`config.mk`:
```
export PLATFORM = sky130hd
export DESIGN_NAME = cpu_sequencer
export DESIGN_NICKNAME = d
export VERILOG_FILES = /design/src/rtl/cpu_pkg.sv /design/src/rtl/cpu_microcode_decode.sv /design/src/rtl/cpu_sequencer.sv
export SDC_FILE = /design/constraint.sdc
export NUM_CORES = 1
export LEC_CHECK = 0
export ABC_AREA = 1
export BUFFER_PORTS_ARGS = -buffer_cell sky130_fd_sc_hd__buf_2
export CAP_MARGIN = 0
export CORE_MARGIN = 1
export CORE_UTILIZATION = 25
export DETAILED_ROUTE_END_ITERATION = 7
export PLACE_DENSITY_LB_ADDON = 0.08
export SYNTH_ARGS = -nofsm -noshare
export SYNTH_HDL_FRONTEND = slang
export SYNTH_SLANG_ARGS = --single-unit
```
`constraint.sdc`:
```
create_clock -name clk -period 1.19 [get_ports clk]
set_input_delay 0 -clock clk [delete_from_list [all_inputs] [get_ports clk]]
set_output_delay 0 -clock clk [all_outputs]
set_load 0.005 [all_outputs]
```
`src/rtl/cpu_pkg.sv`:
```
// Shared constants for the accumulator CPU sequencer: opcodes, T-state codes,
// control-word bit positions and the idle control word.
package cpu_pkg;

  localparam int CW_W = 15;
  typedef logic [CW_W-1:0] cw_t;

  localparam logic [3:0] OP_LDA = 4'h0;
  localparam logic [3:0] OP_ADD = 4'h1;
  localparam logic [3:0] OP_SUB = 4'h2;
  localparam logic [3:0] OP_STA = 4'h3;
  localparam logic [3:0] OP_LDI = 4'h4;
  localparam logic [3:0] OP_JMP = 4'h5;
  localparam logic [3:0] OP_JC  = 4'h6;
  localparam logic [3:0] OP_JZ  = 4'h7;
  localparam logic [3:0] OP_OUT = 4'hE;
  localparam logic [3:0] OP_HLT = 4'hF;

  localparam logic [2:0] T0     = 3'd0;
  localparam logic [2:0] T1     = 3'd1;
  localparam logic [2:0] T2     = 3'd2;
  localparam logic [2:0] T3     = 3'd3;
  localparam logic [2:0] T4     = 3'd4;
  localparam logic [2:0] T5     = 3'd5;
  localparam logic [2:0] T_HALT = 3'd7;

  localparam int CS_CP   = 14;
  localparam int CS_EP   = 13;
  localparam int CS_LP   = 12;
  localparam int CS_NLMA = 11;
  localparam int CS_NLMD = 10;
  localparam int CS_NCE  = 9;
  localparam int CS_NLR  = 8;
  localparam int CS_NLI  = 7;
  localparam int CS_NEI  = 6;
  localparam int CS_NLA  = 5;
  localparam int CS_EA   = 4;
  localparam int CS_SUB  = 3;
  localparam int CS_EU   = 2;
  localparam int CS_NLB  = 1;
  localparam int CS_NLO  = 0;

  // Active-low strobes high, active-high strobes low.
  localparam cw_t CW_IDLE = 15'h0FE3;

  // Memory-operand instructions run the full T3..T5 execute phase.
  function automatic logic is_mem_op(input logic [3:0] op);
    return (op == OP_LDA) || (op == OP_ADD) || (op == OP_SUB) || (op == OP_STA);
  endfunction

endpackage

```
`src/rtl/cpu_microcode_decode.sv`:
```
// Combinational microcode ROM: (T-state, opcode, flags) -> control word.
module cpu_microcode_decode
  import cpu_pkg::*;
(
  input  logic [2:0] t_state,
  input  logic [3:0] opcode,
  input  logic       cf,
  input  logic       zf,
  output cw_t        cw
);

  always_comb begin
    cw = CW_IDLE;
    case (t_state)
      T0: begin
        cw[CS_EP]   = 1'b1;
        cw[CS_NLMA] = 1'b0;
      end
      T1: cw[CS_CP] = 1'b1;
      T2: begin
        cw[CS_NCE] = 1'b0;
        cw[CS_NLI] = 1'b0;
      end
      T3: begin
        case (opcode)
          OP_LDA, OP_ADD, OP_SUB, OP_STA: begin
            cw[CS_NEI]  = 1'b0;
            cw[CS_NLMA] = 1'b0;
          end
          OP_LDI: begin
            cw[CS_NEI] = 1'b0;
            cw[CS_NLA] = 1'b0;
          end
          OP_JMP: begin
            cw[CS_NEI] = 1'b0;
            cw[CS_LP]  = 1'b1;
          end
          // Conditional jumps always drive the operand; only the PC load is gated.
          OP_JC: begin
            cw[CS_NEI] = 1'b0;
            cw[CS_LP]  = cf;
          end
          OP_JZ: begin
            cw[CS_NEI] = 1'b0;
            cw[CS_LP]  = zf;
          end
          OP_OUT: begin
            cw[CS_EA]  = 1'b1;
            cw[CS_NLO] = 1'b0;
          end
          default: ;
        endcase
      end
      T4: begin
        case (opcode)
          OP_LDA: begin
            cw[CS_NCE] = 1'b0;
            cw[CS_NLA] = 1'b0;
          end
          OP_ADD, OP_SUB: begin
            cw[CS_NCE] = 1'b0;
            cw[CS_NLB] = 1'b0;
          end
          OP_STA: begin
            cw[CS_EA]   = 1'b1;
            cw[CS_NLMD] = 1'b0;
          end
          default: ;
        endcase
      end
      T5: begin
        case (opcode)
          OP_ADD: begin
            cw[CS_EU]  = 1'b1;
            cw[CS_NLA] = 1'b0;
          end
          OP_SUB: begin
            cw[CS_EU]  = 1'b1;
            cw[CS_NLA] = 1'b0;
            cw[CS_SUB] = 1'b1;
          end
          OP_STA: cw[CS_NLR] = 1'b0;
          default: ;
        endcase
      end
      default: ;
    endcase
  end

endmodule

```
`src/rtl/cpu_sequencer.sv`:
```
// T-state sequencer: owns the state register, step edge detection and the
// advance gating that forces the idle word on non-advancing cycles.
module cpu_sequencer
  import cpu_pkg::*;
#(
  parameter int STEP_SYNC = 1
) (
  input  logic          clk,
  input  logic          rst,
  input  logic          run,
  input  logic          step,
  input  logic [3:0]    opcode,
  input  logic          cf,
  input  logic          zf,
  output logic [14:0]   control_signals,
  output logic [2:0]    t_state,
  output logic          halted
);

  logic [2:0] state_q, state_d;
  logic       step_s;
  logic       step_prev_q, step_prev_d;
  logic       step_rise;
  logic       adv;
  cw_t        dec_cw;

  generate
    if (STEP_SYNC != 0) begin : g_sync
      logic [1:0] sync_q, sync_d;
      always_comb sync_d = {sync_q[0], step};
      always_ff @(posedge clk or posedge rst) begin
        if (rst) sync_q <= '0;
        else     sync_q <= sync_d;
      end
      assign step_s = sync_q[1];
    end else begin : g_nosync
      assign step_s = step;
    end
  endgenerate

  always_comb begin
    step_prev_d = step_s;
    step_rise   = step_s & ~step_prev_q;
    adv         = run | step_rise;
  end

  always_comb begin
    state_d = state_q;
    if (adv && state_q != T_HALT) begin
      case (state_q)
        T0: state_d = T1;
        T1: state_d = T2;
        T2: state_d = T3;
        T3: begin
          if (is_mem_op(opcode))    state_d = T4;
          else if (opcode == OP_HLT) state_d = T_HALT;
          else                       state_d = T0;
        end
        T4: state_d = T5;
        default: state_d = T0;
      endcase
    end
  end

  always_ff @(posedge clk or posedge rst) begin
    if (rst) begin
      state_q     <= T0;
      step_prev_q <= 1'b0;
    end else begin
      state_q     <= state_d;
      step_prev_q <= step_prev_d;
    end
  end

  cpu_microcode_decode u_decode (
    .t_state (state_q),
    .opcode  (opcode),
    .cf      (cf),
    .zf      (zf),
    .cw      (dec_cw)
  );

  // rst gates the word directly so reset is visible in the same cycle it rises.
  always_comb begin
    control_signals = CW_IDLE;
    if (!rst && adv && state_q != T_HALT) control_signals = dec_cw;
  end

  assign t_state = state_q;
  assign halted  = (state_q == T_HALT);

endmodule

```
After elaboration in Yosys (flattened, before gate mapping)
Index checks and enable logic that the tools add are counted.

Bits of input ports: 10. Logic and storage cells: 66. Flip-flop bits (word level): 6.

Equality and inequality tests: 16. Reductions and logical operators: 13. Multiplexer cells: 31. Bitwise operators: 3.

Operators with widths (count): $mux 1 (21); $eq 4x3->1 const B (4); $mux 15 (1); $pmux 3 s5 (1); $eq 3x3->1 const B (3); $eq 4x2->1 const B (2); $eq 4x4->1 const B (2); $reduce_or 8->1 (1); $eq 3x2->1 const B (2); $mux 3 (2); $pmux 1 s2 (3); $pmux 1 s3 (2); $eq 4x1->1 const B (1); $logic_not 4->1 (1); $reduce_or 4->1 (1); $eq 3x1->1 const B (1); $logic_and 1x1->1 (3); $logic_not 3->1 (1); $logic_or 1x1->1 (3); $ne 3x3->1 const B (1); $reduce_or 3->1 (1); $mux 2 (1); $reduce_or 2->1 (1); $and 1x1->1 (1); 3 further kinds (3).

Depth between registers and ports, before layout
Gate-level depths: netlist (run 1).

Word-level depth: 6. Mapped depth: 8.

Cells and area by module
From an unflattened synthesis (run 1), not the netlist that was laid out.

Cell total of the unflattened synthesis: 122. Area, all modules: 678.2 um^2.

By module, submodules not included: cpu_sequencer (instances 1, seq. area each 150.1 um^2, area each 436.7 um^2, cells each 69); cpu_microcode_decode (instances 1, seq. area each 0.0 um^2, area each 241.5 um^2, cells each 53).

Least setup slack after synthesis (run 1)
OpenSTA, ideal clock, no wires.

Kind: register -> output. Start point: reg state_q[2], in the netlist t_state[2]. End point: out control_signals[12]. Path slack: 0.135 ns. Arrival: 1.055 ns. Data required time: 1.190 ns. Buffers on the path: 1. Cell stages (with the launch flop): 7. Cell sequence: dfrtp_1 buf_4 nand3_2 nand3_2 inv_2 nand2_1 nor2_1.

Longest elaborated chain between the ends: 3.

RTL lines: from (decl) (line cpu_sequencer.sv:20) `logic [2:0] state_q, state_d;`; from (signal assigned) (line cpu_sequencer.sv:70) `state_q <= state_d;`; $eq 3x2->1 or $ne 3x3->1 (tied branches) (line cpu_microcode_decode.sv:14, cpu_sequencer.sv:86); $mux 1 or $logic_and 1x1->1 (tied branches) (line cpu_microcode_decode.sv:14, cpu_sequencer.sv:86); $mux 15 * (line cpu_sequencer.sv:86) `if (!rst && adv && state_q != T_HALT) control_signals = dec_cw;`; to (decl) (line cpu_sequencer.sv:15) `output logic [14:0] control_signals,`.

Every way passes the cells marked *; elsewhere a longest branch is shown, timed or not.

Final worst setup path (run 1)
Start point: reg state_q[0], in the netlist t_state[0]. End point: out control_signals[10].

Longest elaborated chain between the ends: 3.

RTL lines (line): $eq 3x3->1 or $ne 3x3->1 (tied branches) (cpu_microcode_decode.sv:14, cpu_sequencer.sv:86); $mux 1 or $logic_and 1x1->1 (tied branches) (cpu_microcode_decode.sv:14, cpu_sequencer.sv:86); $mux 15 * (cpu_sequencer.sv:86).

Marks and branches as above.

==> impl_metrics.csv, run 1 <==
group,metric,value,unit
status,status,"finished with violations",
status,violations,"setup timing",
grt,grt_use_total,16.2,%
floorplanning,dieArea,2440,µm²
logic_synthesis,synth_fp_nets,104,
cells_and_area,fillers,193,
logic_synthesis,synth_flop_cell,"dfrtp_1",
worst_setup_path,worst-setup-path-type,"reg2out",
timing,rsz0062_at_grt,"true",
grt,grt_overflow,0,
logic_synthesis,ys_ff_latch,6,
timing,period_needed,1.40,ns
logic_synthesis,synth-edff-count,0,
floorplanning,coreArea,2040,µm²
timing,report.final.slew_viol_count,0,
cells_and_area,drive_gt1_share,59.9,%
worst_setup_path,slowest_stage,"dfrtp_2",
placement,placed_area,757,µm²
worst_setup_path,cp.arrival,1.40,ns
worst_setup_path,r2r_cells,8,
route,ant_nets,0,
floorplanning,chipHeight,49.4,µm
worst_setup_path,slowest_delay,0.48,ns
route,drtIter0Drc,21,
timing,fmax,0.715,GHz
clock_tree,clk_pin_slew,0.04,ns
clock_tree,cts_tree,"built",
timing,worst_slack,-0.208,ns
route,remaining_drc_errors,0,
cells_and_area,stdcell_area,1060,µm²
min_path,hold-path-cell-count,5,
min_path,min_path_type,"in2reg",
placement,gp_congestion,0.803,
timing,finalCritPeriodShare,118,%
clock_tree,clock_path_buffers,2,
route,routed_wl,1990,µm
worst_setup_path,crit_fanout,6,
floorplanning,initial_utilization,27.5,%
clock_tree,cts_sinks,6,
worst_setup_path,crit_required,1.19,ns
timing,finalSetupViolCount,20,
power_and_ir_drop,power.density,1610,nW/µm²
logic_synthesis,ys_top_cells_by_count,"nand2_1 (27), inv_1 (16), nor2_1 (14), nand3_1 (8), dfrtp_1 (6)",
route,firstDrtPassIters,4,
logic_synthesis,netlist_area,561,µm²
logic_synthesis,synth_seq_area_share,26.8,%
logic_synthesis,synth_area_leaders,"dfrtp_1 (27%), nand2_1 (18%), inv_1 (11%)",
logic_synthesis,synthArstFlopShare,100,%
worst_setup_path,r2r-end,"t_state[2]",
floorplanning,pin_count,29,
logic_synthesis,synthCells,94,
grt,antenna_found_initial,0,
route,routed-via-count,763,
floorplanning,rows,16,
worst_setup_path,cp-start-kind,"register",
timing,clock_skew,0.000753,ns
logic_synthesis,yosys.area.top_type,"dfrtp_1",
placement,portBuffers,28,
route,wire_per_inst,11.8,µm
cells_and_area,syn_to_final_growth,89.7,%
timing,worstMarginPinSlew,0.370,ns
grt,grt_pass1_vias,678,
logic_synthesis,synth_top_area_share,26.8,%
logic_synthesis,syn_avg_cell_area,5.96,µm²
grt,grt_first_pass_wirelength,3040,µm
placement,placed_cells,152,
cells_and_area,final_cells,169,
clock_tree,clkLatencyLatePin,0.24,ns
timing,timing.hold.ws,0.173,ns
cells_and_area,diodes,0,
logic_synthesis,synth.distinct_cells,18,
cells_and_area,finalNetCount,154,
logic_synthesis,yosys_warnings,0,
worst_setup_path,crit_path_end_kind,"primary output",
placement,dp.final_hpwl,1260,µm
worst_setup_path,rrSetupSlack,-0.09,ns
power_and_ir_drop,p_total,0.00171,W
min_path,min_from,"run",
power_and_ir_drop,peakVddDrop,0.00133,V
timing,tns,-2.66,ns
clock_tree,root_buffer,"clkbuf_4",
worst_setup_path,worstPathCellList,"nor2_4 -> nand4_1 -> or2_1 -> buf_2",
clock_tree,cts_buffers,3,
timing,timing.slew.headroom,75.2,%
route,viasPerCell,4.51,
worst_setup_path,r2r_start,"t_state[2]",
floorplanning,die_w,49.4,µm
power_and_ir_drop,power_leakage,0.555,nW
timing,hold_viol,0,
clock_tree,h-tree-depth,1,
grt,grt_max_degree,8,
logic_synthesis,yosysMostFrequentCell,"nand2_1",
min_path,holdPathEnd,"t_state[0]",
flow_run,cap_violations,0,
==> metal layers <==
layer	GRT usage, %	wire length (µm)
met1	22.5	963
met2	25.3	943
met3	3.74	83
met4	2.94	0
met5	0	0
==> critical path: cells and delay by family (launching register included) <==
family | cells | cell delay [ns]
buf+inv | 1 | 0.13
simple gates | 3 | 0.55
flops | 1 | 0.48
==> worst max path at each step <==
stage	startpoint	endpoint	slack [ns]
after global routing	t_state[0]	control_signals[10]	-0.29
after floorplan	t_state[2]	control_signals[12]	0.14
after CTS	t_state[1]	control_signals[4]	-0.15
after global placement	t_state[1]	control_signals[10]	0.008
final	t_state[0]	control_signals[10]	-0.21
after detailed placement	t_state[1]	control_signals[7]	0.02
==> area by class of cell <==
cell class                 instances  area [µm²]  share of cell area (%)
clock buffer                       3        22.5                    2.12
inverter                          17        68.8                    6.47
multi-input combinational         69         458                    43.1
sequential                         6         154                    14.5
tap                               27        33.8                    3.18
timing repair buffer              47         327                    30.7
==> logic make-up after synthesis <==
family                 count (synthesis)  synth area share, %
buffers and inverters                 19                 14.1
AOI/OAI and AO/OA                      7                 6.47
DFF                                    6                 26.8
and+or+nand+nor                       62                 52.7
==> report_power, final <==
group | switching, W | internal (W)
clock | 0.0000696 | 0.000114
sequential | 0.000137 | 0.000263
combinational | 0.000585 | 0.000544
==> placed cells by master, fill, tap and decap left out, types with 2 or more instances in the layout <==
| cell | n |
|---|---|
| dfrtp_1 | 3 |
| buf_6 | 9 |
| a21oi_2 | 2 |
| nand2_2 | 6 |
| nand3_1 | 4 |
| nand4_1 | 3 |
| or2_1 | 2 |
| nand2_4 | 3 |
| inv_1 | 12 |
| buf_4 | 10 |
| nor2_4 | 4 |
| nand3_4 | 4 |
| clkbuf_4 | 3 |
| nor2_2 | 5 |
| nand2_1 | 19 |
| buf_2 | 26 |
| dlygate4sd3_1 | 2 |
| dfrtp_2 | 3 |
| nand3_2 | 3 |
| o21ai_0 | 2 |
| inv_2 | 4 |
| nor2_1 | 7 |
==> per-stage QoR <==
step	setup slack [ns]	util (%)
after floorplan	0.135	-
after global placement	0.00788	37.1
after detailed placement	0.0175	37.1
after CTS	-0.154	46.2
after global routing	-0.290	52.1
final	-0.208	52.1
==> timing repair <==
item / 4_1_cts / 5_1_grt
hold buffers: 2 / 0
gates resized for setup: 23 / 28
pin swaps: 4 / 7
buffers inserted: 9 / 4
cloned: 0 / 0
hold endpoints to repair: 7 / 0
endpoints found under the setup margin: 15 / 19
==> registers in the layout, summed over array words and instances (netlist names) <==
| name | count |
|---|---|
| t_state | 3 |
| g_sync.sync_q | 2 |
| step_prev_q | 1 |
(Power assumes the default switching activity.)
==> run 2, diff against run 1 <==
==> constraint.sdc (replaced) <==
create_clock -name clk -period 1.19 [get_ports clk]
set_input_delay 0.0595 -clock clk [delete_from_list [all_inputs] [get_ports clk]]
set_output_delay 0.0595 -clock clk [all_outputs]
set_load 0.005 [all_outputs]
==> impl_metrics.csv, run 2 (synthesis gave the netlist of run 1 again) <==
group,metric,value,unit
status,status,"finished with violations",
status,violations,"setup timing",
timing,worstMarginPinSlew,0.262,ns
route,firstDrtPassIters,4,
power_and_ir_drop,clockPowerShare,11.2,%
clock_tree,clkLatencyLatePin,0.24,ns
worst_setup_path,crit_top_cell,"nand3_4",
clock_tree,root_buffer,"clkbuf_4",
clock_tree,h-tree-depth,1,
grt,grt_use_total,17.1,%
clock_tree,clock_path_buffers,2,
floorplanning,dieArea,2440,µm²
placement,portBuffers,28,
min_path,hold-path-cell-count,6,
timing,timing.hold.ws,0.311,ns
placement,dp.final_hpwl,1360,µm
route,drtIter0Drc,25,
floorplanning,pin_count,29,
power_and_ir_drop,pwr-share-seq,23.8,%
cells_and_area,finalNetCount,155,
worst_setup_path,rrSetupSlack,-0.08,ns
floorplanning,initial_utilization,27.5,%
worst_setup_path,crit_required,1.13,ns
timing,report.final.slew_viol_count,0,
worst_setup_path,cp.arrival,1.37,ns
grt,grt_max_degree,9,
cells_and_area,diodes,0,
cells_and_area,largest_reg_flops,3,
timing,hold_viol,0,
timing,period_needed,1.43,ns
clock_tree,clk_pin_slew,0.05,ns
route,wire_per_inst,11.1,µm
worst_setup_path,slowest_delay,0.47,ns
grt,grt_overflow,0,
worst_setup_path,worstPathCellList,"nand3_4 -> nand3_4 -> or2_4 -> buf_6",
timing,clock_skew,0.00190,ns
cells_and_area,final_cell_mix,"buf_2 (27), nand2_1 (22), inv_1 (14), buf_4 (12), nor2_1 (9)",
power_and_ir_drop,p_int,0.000939,W
cells_and_area,final_cells,170,
worst_setup_path,slowest_stage,"dfrtp_2",
power_and_ir_drop,power.density,1620,nW/µm²
route,remaining_drc_errors,0,
min_path,min_path_type,"in2reg",
worst_setup_path,r2r-end,"t_state[2]",
placement,pre_cts_ws,-0.0556,ns
clock_tree,cts_sinks,6,
route,ant_nets,0,
timing,tns,-3.22,ns
timing,finalSetupViolCount,20,
floorplanning,rows,16,
worst_setup_path,crit_fanout,7,
route,viasPerCell,4.48,
worst_setup_path,worst-setup-path-type,"reg2out",
timing,rsz0062_at_grt,"true",
floorplanning,chipHeight,49.4,µm
clock_tree,cts_buffers,3,
placement,placed_cells,157,
cells_and_area,syn_to_final_growth,81.7,%
min_path,holdPathEnd,"t_state[0]",
power_and_ir_drop,power_leakage,0.521,nW
min_path,min_from,"run",
power_and_ir_drop,combPwrFrac,65.0,%
power_and_ir_drop,switching_share,43.2,%
clock_tree,cts_tree,"built",
cells_and_area,drive_gt1_share,53.1,%
route,routed_wl,1880,µm
route,routed-via-count,761,
timing,fmax,0.701,GHz
timing,worst_slack,-0.237,ns
worst_setup_path,r2r_start,"t_state[1]",
power_and_ir_drop,peakVddDrop,0.000911,V
floorplanning,die_w,49.4,µm
grt,grt_first_pass_wirelength,3240,µm
worst_setup_path,critPathLaunch,"t_state[0]",
worst_setup_path,cp-start-kind,"register",
grt,antenna_found_initial,0,
worst_setup_path,r2r_cells,8,
power_and_ir_drop,p_switching,0.000715,W
placement,gp_congestion,0.836,
cells_and_area,final_core_util,49.9,%
timing,finalCritPeriodShare,120,%
cells_and_area,final_common_cell,"buf_2",
grt,grt_pass1_vias,719,
worst_setup_path,crit_path_end_kind,"primary output",
timing,timing.slew.headroom,82.4,%
floorplanning,coreArea,2040,µm²
flow_run,cap_violations,0,
[run 2: cell types whose count changed in the layout (fill, tap and decap cells not counted), sizes merged]
cell | previous run | this run
buf | 45 | 46
[run 2: worst max-delay path, delay by kind of cell, from the launching register on]
family	cells	cell delay, ns
buffers and inverters	1	0.11
DFF	1	0.47
and+or+nand+nor	3	0.54
[run 2: power groups by stage]
| stage | combinational, W | clock, W | sequential [W] |
|---|---|---|---|
| 3_3_place_gp | 0.000759 | 0 | 0.000343 |
| 2_1_floorplan | 0.000465 | 0 | 0.000303 |
| 6_report | 0.00108 | 0.000186 | 0.000393 |
| 3_5_place_dp | 0.000750 | 0 | 0.000353 |
| 4_1_cts | 0.000963 | 0.000188 | 0.000392 |
| 5_1_grt | 0.00118 | 0.000204 | 0.000405 |
[run 2: layout make-up]
type | count | area [µm²]
clock buffers | 3 | 22.5
multi-input cells | 69 | 407
well taps | 27 | 33.8
flip-flops and latches | 6 | 154
repair buffers | 48 | 333
fillers | 228 | 1020
inverters | 17 | 68.8
[run 2: repair_timing]
action | 4_1_cts | 5_1_grt
endpoints found under the hold margin | 7 | 0
gates resized for setup | 22 | 10
setup buffers | 6 | 2
hold buffers | 2 | 0
setup endpoints to repair | 16 | 21
pin swaps | 7 | 2
[run 2: layer usage]
layer / share of wire (%) / up-vias / track usage, %
met5: 0 / - / 0
met4: 0.64 / 0 / 5.88
met3: 4.7 / 2 / 3.12
met2: 47 / 21 / 25.8
met1: 48 / 350 / 24.1
li1: - / 388 / -
[run 2: worst max path at each step]
stage | slack (ns) | to
after CTS | -0.21 | control_signals[12]
after global routing | -0.33 | control_signals[3]
after detailed placement | -0.06 | control_signals[12]
after floorplan | 0.08 | control_signals[12]
final | -0.24 | control_signals[7]
after global placement | -0.06 | control_signals[2]
[run 2: through the flow]
step | total power [W] | cell area, µm²
floorplan | 0.000768 | 561
global placement | 0.00110 | 807
detailed placement | 0.00110 | 807
CTS | 0.00154 | 975
global route | 0.00179 | 1020
finish | 0.00165 | 1020
==> run 3, diff against run 2 <==
--- a/config.mk
+++ b/config.mk
@@ -10,7 +10,9 @@
 export CAP_MARGIN = 0
 export CORE_MARGIN = 1
 export CORE_UTILIZATION = 25
+export CTS_BUF_LIST = sky130_fd_sc_hd__clkbuf_4
 export DETAILED_ROUTE_END_ITERATION = 7
+export HOLD_SLACK_MARGIN = 0.15
 export PLACE_DENSITY_LB_ADDON = 0.08
 export SYNTH_ARGS = -nofsm -noshare
 export SYNTH_HDL_FRONTEND = slang
==> constraint.sdc (replaced) <==
create_clock -name clk -period 1.56 [get_ports clk]
set_input_delay 0.078 -clock clk [delete_from_list [all_inputs] [get_ports clk]]
set_output_delay 0.078 -clock clk [all_outputs]
set_load 0.005 [all_outputs]
==> impl_metrics.csv, run 3 (synthesis gave the netlist of run 1 again) <==
group,metric,value,unit
status,status,"finished clean",
floorplanning,chipHeight,49.4,µm
flow_run,cap_violations,0,
cells_and_area,diodes,0,
cells_and_area,largest_reg_flops,3,
grt,antenna_found_initial,0,
worst_setup_path,slowest_stage,"dfrtp_2",
worst_setup_path,r2r-end,"t_state[2]",
clock_tree,clk_pin_slew,0.04,ns
worst_setup_path,crit_path_end_kind,"primary output",
placement,dp.final_hpwl,1240,µm
power_and_ir_drop,switching_share,45.2,%
power_and_ir_drop,p_int,0.000516,W
cells_and_area,syn_to_final_growth,47.3,%
route,drtIter0Drc,5,
clock_tree,cts_tree,"built",
worst_setup_path,cp.depth,4,
route,firstDrtPassIters,4,
placement,pre_cts_ws,0.220,ns
route,viasPerCell,4.41,
grt,grt_first_pass_wirelength,2730,µm
floorplanning,coreArea,2040,µm²
worst_setup_path,r2r_cells,6,
floorplanning,rows,16,
worst_setup_path,worst-setup-path-type,"reg2out",
timing,clock_skew,0.000633,ns
min_path,min_path_type,"in2reg",
worst_setup_path,cp.arrival,1.38,ns
route,ant_nets,0,
route,routed-via-count,693,
clock_tree,h-tree-depth,1,
clock_tree,root_buffer,"clkbuf_4",
worst_setup_path,critical_path.endpoint,"control_signals[7]",
floorplanning,die_w,49.4,µm
timing,finalCritPeriodShare,93.6,%
min_path,min_from,"run",
route,remaining_drc_errors,0,
worst_setup_path,worstPathCellList,"nand3_2 -> nand3_4 -> or2_2 -> buf_2",
cells_and_area,final_core_util,40.4,%
worst_setup_path,critPathLaunch,"t_state[0]",
power_and_ir_drop,peakVddDrop,0.000823,V
power_and_ir_drop,p_switching,0.000425,W
timing,timing.hold.ws,0.240,ns
clock_tree,clock_path_buffers,2,
placement,portBuffers,28,
worst_setup_path,path_delay_family,"simple AND/OR/NAND/NOR gates",
timing,fmax,0.685,GHz
grt,grt_use_total,14.5,%
power_and_ir_drop,clockPowerShare,14.6,%
timing,period_needed,1.46,ns
power_and_ir_drop,pwr-share-seq,30.3,%
cells_and_area,finalNetCount,142,
worst_setup_path,crit_fanout,7,
timing,finalSetupViolCount,0,
floorplanning,pin_count,29,
grt,grt_pass1_vias,643,
timing,tns,0,ns
power_and_ir_drop,power.density,1140,nW/µm²
route,wire_per_inst,10.2,µm
grt,grt_max_degree,12,
clock_tree,clkLatencyLatePin,0.24,ns
placement,gp_congestion,0.788,
cells_and_area,final_common_cell,"buf_2",
worst_setup_path,cp-start-kind,"register",
timing,worst_slack,0.101,ns
power_and_ir_drop,power_leakage,0.443,nW
timing,worstMarginPinSlew,0.274,ns
grt,grt_overflow,0,
worst_setup_path,crit_required,1.48,ns
worst_setup_path,cp_num_buf_inv,1,
worst_setup_path,r2r_start,"t_state[2]",
clock_tree,cts_buffers,3,
floorplanning,dieArea,2440,µm²
route,routed_wl,1600,µm
cells_and_area,fillers,252,
cells_and_area,final_cell_mix,"buf_2 (28), nand2_1 (26), inv_1 (16), nor2_1 (12), nand3_1 (7)",
floorplanning,initial_utilization,27.5,%
timing,timing.slew.headroom,81.6,%
worst_setup_path,slowest_delay,0.46,ns
clock_tree,cts_sinks,6,
cells_and_area,drive_gt1_share,39.2,%
timing,report.final.slew_viol_count,0,
worst_setup_path,rrSetupSlack,0.43,ns
timing,hold_viol,0,
power_and_ir_drop,combPwrFrac,55.1,%
run 3: power groups by stage:
stage	sequential (W)	clock, W	combinational [W]
floorplan	0.000231	0	0.000355
global placement	0.000291	0	0.000413
detailed placement	0.000296	0	0.000409
CTS	0.000300	0.000148	0.000415
global route	0.000298	0.000160	0.000588
finish	0.000285	0.000137	0.000518
run 3: repair_timing:
item                                    CTS  global route
gates resized for setup                   2             7
hold buffers                              2             0
setup buffers                             0             4
hold endpoints to repair                  7             0
endpoints found under the setup margin    8            14
run 3: final cells by class:
class / instances / area [µm²] / share of cell area [%]
multi-input cells: 69 / 352 / 42.6
repair buffers: 35 / 198 / 23.9
flip-flops and latches: 6 / 154 / 18.6
inverters: 17 / 66.3 / 8.03
well taps: 27 / 33.8 / 4.09
clock buffers: 3 / 22.5 / 2.73
run 3: per-layer routing:
layer,share of wire [%],vias up,track usage (%)
met1,53,301,20.5
met3,5.1,0,3.74
li1,-,370,-
met2,42,22,21.2
met5,0,-,0
met4,0,0,4.41
run 3: worst min-delay path, cell delays in order:
cell and delay [ns]:
buf_2 0.08, inv_1 0.04, nand2_2 0.11, nand3_1 0.09
nand2_1 0.05
run 3: through the flow:
stage | cell area, µm² | std cells | power [W]
after detailed placement | 727 | 148 | 0.000705
final | 826 | 157 | 0.000941
after floorplan | 561 | 94 | 0.000586
after global routing | 826 | 157 | 0.00105
after global placement | 727 | 148 | 0.000704
after CTS | 772 | 153 | 0.000862
run 3: worst min path at each step:
stage	depth (start not counted)	endpoint
floorplan	1	g_sync.sync_q[0]
global route	5	t_state[0]
global placement	3	g_sync.sync_q[0]
CTS	5	t_state[0]
detailed placement	3	t_state[2]
finish	5	t_state[0]
